==> config.mk <==
export PLATFORM = sky130hd
export DESIGN_NAME = mul32_seq_sched
export DESIGN_NICKNAME = d
export VERILOG_FILES = /design/src/rtl/mul_seq_pkg.sv /design/src/rtl/mul_half_unit.sv /design/src/rtl/mul32_seq_sched.sv
export SDC_FILE = /design/constraint.sdc
export NUM_CORES = 1
export LEC_CHECK = 0
export ABC_AREA = 1
export CAP_MARGIN = 5
export CORE_ASPECT_RATIO = 1.5
export CORE_MARGIN = 10
export CORE_UTILIZATION = 40
export DETAILED_ROUTE_END_ITERATION = 7
export PLACE_DENSITY = 0.6
export SYNTH_ARGS = -nofsm -noshare
export SYNTH_HDL_FRONTEND = slang
export SYNTH_SLANG_ARGS = --single-unit
==> constraint.sdc <==
create_clock -name clk -period 8.4 [get_ports clk]
set_input_delay 1.26 -clock clk [delete_from_list [all_inputs] [get_ports clk]]
set_output_delay 1.26 -clock clk [all_outputs]
set_load 0.1 [all_outputs]
==> src/rtl/mul_seq_pkg.sv <==
// Shared definitions for the sequential wide multiplier: FSM state encoding and
// default operand/result widths.
package mul_seq_pkg;

    localparam int DEF_HALF_W = 16;
    localparam int DEF_OP_W   = 2 * DEF_HALF_W;
    localparam int DEF_RES_W  = 4 * DEF_HALF_W;

    typedef enum logic [2:0] {
        IDLE = 3'd0,
        P_LL = 3'd1,
        P_HL = 3'd2,
        P_LH = 3'd3,
        P_HH = 3'd4,
        DONE = 3'd5
    } state_e;

endpackage

==> src/rtl/mul_half_unit.sv <==
// Combinational W x W -> 2W unsigned multiplier; the single multiplier shared
// by every phase of the sequencer.
module mul_half_unit #(
    parameter int W = 16
) (
    input  logic [W-1:0]   a,
    input  logic [W-1:0]   b,
    output logic [2*W-1:0] p
);

    assign p = a * b;

endmodule

==> src/rtl/mul32_seq_sched.sv <==
// 2W x 2W -> 4W unsigned multiplier built from four partial products issued on
// consecutive cycles through one shared W x W multiplier.
module mul32_seq_sched
    import mul_seq_pkg::*;
#(
    parameter int HALF_W = DEF_HALF_W
) (
    input  logic                  clk,
    input  logic                  rst,
    input  logic                  in_valid,
    output logic                  in_ready,
    input  logic [2*HALF_W-1:0]   in_a,
    input  logic [2*HALF_W-1:0]   in_b,
    output logic                  out_valid,
    input  logic                  out_ready,
    output logic [4*HALF_W-1:0]   out_y,
    output logic                  busy
);

    localparam int OP_W  = 2 * HALF_W;
    localparam int RES_W = 4 * HALF_W;

    state_e             state_q, state_d;
    logic [RES_W-1:0]   acc_q,   acc_d;
    logic [OP_W-1:0]    a_q,     a_d;
    logic [OP_W-1:0]    b_q,     b_d;

    logic [HALF_W-1:0]  mul_a, mul_b;
    logic [OP_W-1:0]    pp;
    logic [RES_W-1:0]   pp_ext;

    mul_half_unit #(.W(HALF_W)) u_mul (
        .a (mul_a),
        .b (mul_b),
        .p (pp)
    );

    assign pp_ext = {{OP_W{1'b0}}, pp};

    // Operand halves are steered by phase so one multiplier serves all four products.
    always_comb begin
        mul_a = a_q[HALF_W-1:0];
        mul_b = b_q[HALF_W-1:0];
        case (state_q)
            P_HL: mul_a = a_q[OP_W-1:HALF_W];
            P_LH: mul_b = b_q[OP_W-1:HALF_W];
            P_HH: begin
                mul_a = a_q[OP_W-1:HALF_W];
                mul_b = b_q[OP_W-1:HALF_W];
            end
            default: ;
        endcase
    end

    always_comb begin
        // NOTE: every signal gets a default first so no path through the case leaves it unassigned (no latches).
        state_d = state_q;
        acc_d   = acc_q;
        a_d     = a_q;
        b_d     = b_q;
        case (state_q)
            IDLE: begin
                if (in_valid) begin
                    a_d     = in_a;
                    b_d     = in_b;
                    acc_d   = '0;
                    state_d = P_LL;
                end
            end
            P_LL: begin
                acc_d   = acc_q + pp_ext;
                state_d = P_HL;
            end
            P_HL: begin
                acc_d   = acc_q + (pp_ext << HALF_W);
                state_d = P_LH;
            end
            P_LH: begin
                acc_d   = acc_q + (pp_ext << HALF_W);
                state_d = P_HH;
            end
            P_HH: begin
                acc_d   = acc_q + (pp_ext << OP_W);
                state_d = DONE;
            end
            DONE: begin
                if (out_ready) state_d = IDLE;
            end
            default: state_d = IDLE;
        endcase
    end

    // NOTE: state uses non-blocking assignments so all flops update together at the edge.
    always_ff @(posedge clk or posedge rst) begin
        if (rst) begin
            state_q <= IDLE;
            acc_q   <= '0;
            a_q     <= '0;
            b_q     <= '0;
        end else begin
            state_q <= state_d;
            acc_q   <= acc_d;
            a_q     <= a_d;
            b_q     <= b_d;
        end
    end

    // in_ready is gated by rst so nothing looks acceptable while reset is held.
    assign in_ready  = (state_q == IDLE) && !rst;
    assign busy      = (state_q != IDLE);
    assign out_valid = (state_q == DONE);
    assign out_y     = out_valid ? acc_q : '0;

endmodule

==> flow_summary.ini, run 1 <==
[synth]
synth-simple-area-share = 0.298
synthArstFlopShare = 1.00
synth_compound_area_frac = 0.125
syn_nets = 3848
netlist_instances = 3383
yosysSeqAreaShare = 0.145
synth_ff_type = dfrtp_1
synth_most_common_cell = nand2_1
synthTopCellsByCount = nand2_1, inv_1, nor2_1
synth_top_area_frac = 0.175
yosys.area_share.adder = 0.285
yosysWarnings = 0
postSynthAreaPerCell_um2 = 6.68
synth_area_leaders = fa_1, dfrtp_1, nand2_1
synth.mux.area_fraction = 0.0160
synth_top_family_by_area = simple AND/OR/NAND/NOR gates
synth-edff-count = 0
yosys_register_bits = 131
yosys.area_share.xor_xnor = 0.0147
synthesis.area_mm2 = 0.0226
synth_cell_type_count = 50
yosysTopAreaCell = fa_1

[die]
ioPinCount = 135
fp.dieW_um = 214
die_h_um = 311
initial_core_util = 0.404
dieArea_mm2 = 0.0666
rows = 106
core-area_mm2 = 0.0558

[finish]
area_delta_synth_final_pct = 46.5
fin_nets = 4574
n_antenna_cell = 0
drive_above_1_share = 0.304

[critical_path]
path_max_fanout = 6
cp_data_arrival_time_ps = 8630
required_ps = 8750
critPathLaunchType = flip-flop
path_class = flip-flop to flip-flop
crit_path_frequent_cell = fa_1
slowest_stage = fa_1
critPathMaxStageDelay_ps = 540
crit_path_end_kind = flip-flop
r2r_slack_ps = 120

[placed_design]
place_ws_ps = -866
globalplace.congestion = 1.02
dp_hpwl_um = 95300
io_buffers = 134

[timing]
final_max_slew_viol_count = 0
rsz0062_at_grt = true
skew_ps = 18.3
tightest_slew_ps = 1120
fin_crit_sh = 0.986
finalHoldViolCount = 0
post-route-min-period_ps = 8280
slew_headroom = 0.254
fmaxAchievable_ghz = 0.121
fin_ws_ps = 121
setup_viol = 0

[global_route]
grt_use_total = 0.333
top_usage_layer = met2
overflow = 0
grt_max_degree = 97
gr-usage-met2 = 0.608
use_met3 = 0.0424
antenna_found_initial = 0
grt_pass1_vias = 26400
grt_use_met1 = 0.327
grt_pass1_wl_um = 165000

[clocking]
cts_buffers = 17
clock-root-buffer = clkbuf_16
cts_htree_levels = 4
clock_latency_ps = 500
clkTransAtPathRegs_ps = 70
cts_sinks = 131
clk_path_buf_depth = 2
cts_tree = done

[run]
drv_cap = 0

[drt]
wl_per_cell_um = 23.7
drt_iter0_markers = 1675
via_per_inst = 5.36
wl_um = 116000
ant_nets = 0
dr.pass1.iters = 6
drc = 0
vias = 26200

[outcome]
outcome = finished, final reports clean

[min_path]
min-delay-path-class = flip-flop to flip-flop
[path summary, 6_finish.rpt]
check | end | depth (start not counted) | start
min | a_q[26] | 1 | a_q[26]
max | acc_q[24] | 41 | state_q[0]
max in group asynchronous | acc_q[63] | 3 | rst
min in group asynchronous | acc_q[23] | 2 | rst
min reg2reg | a_q[26] | 1 | a_q[26]
max reg2reg | acc_q[24] | 41 | state_q[0]
[critical path: cells and delay by family, from the launching register on]
| family | cells | cell delay [ps] |
|---|---|---|
| AOI/OAI and AO/OA | 7 | 1160 |
| xor gates and xnor gates | 1 | 250 |
| adders and majority gates | 8 | 3660 |
| buffers and inverters | 13 | 1370 |
| DFF | 1 | 410 |
| and+or+nand+nor | 12 | 1280 |
[what timing repair did]
action                     in CTS  in global routing
gates cloned                    0                  4
hold buffers                    0                  0
pin swaps                       9                173
setup endpoints to repair      49                 49
buffers inserted                9                 65
gates resized for setup       105                590
[cell usage in the layout (no fill, tap or decap), types with 20 or more instances in the layout]
master	instances
buf_4	575
inv_2	54
nand4_1	78
nand2_4	26
nor2_2	72
fa_1	178
a21oi_2	44
o21ai_0	92
a21oi_1	176
nand2_2	79
buf_12	26
clkdlybuf4s50_1	134
dfrtp_1	131
nand2_1	662
ha_1	150
inv_1	542
nand3_2	20
mux2_2	32
buf_6	36
o21ai_2	42
nor2_1	364
nor2_4	41
ha_4	46
nor3_1	26
nand3_1	184
o21ai_1	42
[metrics by stage]
stage	hold WS, ps	instance area [µm²]	cells	setup TNS [ps]	utilization
after floorplan	478	22600	3383	0	-
after global routing	529	33100	4878	-4930	0.593
after CTS	512	30200	4812	-67.2	0.540
final	510	33100	4878	0	0.593
after detailed placement	494	29000	4771	-19480	0.519
after global placement	491	29000	4771	-22160	0.519
[area by class of cell]
cell class	instances	area (µm²)
inverter	600	2260
timing repair buffer	774	6650
clock buffer	18	439
multi-input combinational	2585	19300
sequential	131	3280
fill	5397	22700
clock inverter	14	168
tap	756	946
[metal layers]
metal / vias up / share of wire
met5: - / 0
met4: 0 / 0.11
met3: 396 / 0.043
met2: 947 / 0.51
met1: 12600 / 0.34
li1: 12300 / -
[sequential cells by signal, summed over array words and instances, names as in the netlist]
signal,count
a_q,32
acc_q,64
b_q,32
state_q,3
[cells by family after synthesis]
group,count (synthesis)
buf+inv,668
simple gates,1612
compound gates,505
xor+xnor,38
flops,131
fa+ha+maj,397
mux,32
Power of run 1 is not shown: default switching activity piles up to over one toggle a cycle in this logic, so the estimate is an artifact.
==> run 2, diff against run 1 <==
--- a/config.mk
+++ b/config.mk
@@ -11,6 +11,8 @@
 export CORE_MARGIN = 10
 export CORE_UTILIZATION = 40
 export DETAILED_ROUTE_END_ITERATION = 7
+export GPL_ROUTABILITY_DRIVEN = 0
+export HOLD_SLACK_MARGIN = 0.06
 export PLACE_DENSITY = 0.6
 export SYNTH_ARGS = -nofsm -noshare
 export SYNTH_HDL_FRONTEND = slang
==> flow_summary.ini, run 2 (synthesized netlist as in run 1, its figures left out) <==
[clocking]
holdBufCountCts = 0
cts_sinks = 131
cts_buffers = 17
clkTransAtPathRegs_ps = 70
clk_path_buf_depth = 2
cts_tree = done
clock-root-buffer = clkbuf_16
cts_htree_levels = 4
clock_latency_ps = 510

[finish]
final_cell_mix = nand2_1, inv_1, buf_4
largest-register = acc_q
layout_commonest_cell = nand2_1
drive_above_1_share = 0.220
fillers = 5463
largest_reg_flops = 64
fin_nets = 4425
reg.largest.list = acc_q x64, a_q x32, b_q x32
area_delta_synth_final_pct = 35.1

[timing]
whs_ps = 515
fmaxAchievable_ghz = 0.118
final_max_slew_viol_count = 0
tightest_slew_ps = 1100
finalHoldViolCount = 0
fin_crit_sh = 1.01
fin_ws_ps = -104
post-route-min-period_ps = 8500
setup_viol = 14
slew_headroom = 0.262
setup_tns_ps = -522
rsz0062_at_grt = true
skew_ps = 20.9

[critical_path]
path_max_fanout = 23
slowest_stage = fa_1
path_class = flip-flop to flip-flop
cp_data_arrival_time_ps = 8930
crit_family = adder cells
worst-path-buf-inv = 14
critPathLaunchType = flip-flop
crit_path_frequent_cell = buf_4
required_ps = 8830
critPathMaxStageDelay_ps = 570
crit_path_end_kind = flip-flop

[global_route]
grt_max_degree = 97
overflow = 0
antenna_found_initial = 1
grt_use_total = 0.310
grt_pass1_wl_um = 156000
grt_pass1_vias = 26400

[die]
fp.dieW_um = 214
dieArea_mm2 = 0.0666
initial_core_util = 0.404
core-area_mm2 = 0.0558
die_h_um = 311
ioPinCount = 135
rows = 106

[drt]
ant_nets = 0
wl_per_cell_um = 22.2
vias = 25800
dr.pass1.iters = 8
wl_um = 105000
wl_met3_um = 7570
route.met2.wl_um = 50900
via_per_inst = 5.46
m1WireLength_um = 35200
drt_iter0_markers = 2200
drc = 0
highest_layer = met4

[placed_design]
io_buffers = 134
dp_hpwl_um = 84100
place_ws_ps = -1230

[outcome]
outcome = complete, but fails checks
failed_checks = negative setup slack

[min_path]
min-delay-path-class = flip-flop to flip-flop

[run]
drv_cap = 0
[run 2: metrics by stage]
step,utilization,instance area [µm²],instances
2_1_floorplan,-,22600,3383
3_3_place_gp,0.504,28200,4667
3_5_place_dp,0.504,28200,4667
4_1_cts,0.528,29500,4716
5_1_grt,0.546,30500,4729
6_report,0.546,30500,4730
[run 2: path summary, 6_finish.rpt]
check	from	endpoint	slack [ps]	depth (start not counted)
worst max-delay path	state_q[0]	acc_q[51]	-100	44
worst min-delay path	a_q[8]	a_q[8]	520	2
worst max register to register	state_q[0]	acc_q[51]	-100	44
worst min register to register	a_q[8]	a_q[8]	520	2
max in group asynchronous	rst	acc_q[46]	5670	3
min in group asynchronous	rst	a_q[24]	1260	2
[run 2: metal layers]
layer	track usage	vias up
li1	-	12000
met1	0.305	12100
met2	0.534	1204
met3	0.0709	517
met4	0.286	0
met5	0	-
[run 2: layout make-up]
cell class | count | area [µm²] | share of cell area
Multi-Input combinational cell | 2584 | 18100 | 0.594
Timing Repair Buffer | 626 | 5290 | 0.173
Sequential cell | 131 | 3280 | 0.107
Inverter | 600 | 2270 | 0.0744
Tap cell | 756 | 946 | 0.0310
Clock buffer | 17 | 425 | 0.0139
Clock inverter | 15 | 183 | 0.00599
Antenna cell | 1 | 2.50 | 0.0000820
[run 2: what timing repair did]
item | 4_1_cts | 5_1_grt
setup endpoints to repair | 48 | 50
pin swaps | 11 | 11
gates resized for setup | 124 | 214
buffers inserted | 17 | 12
cloned | 0 | 1
[run 2: tightest hold or removal path, delay by kind of cell, from the launching register on]
| kind | cells | cell delay, ps |
|---|---|---|
| compound gates | 1 | 60 |
| buf+inv | 1 | 60 |
| flops | 1 | 360 |
Power of run 2 is left out for the same reason.
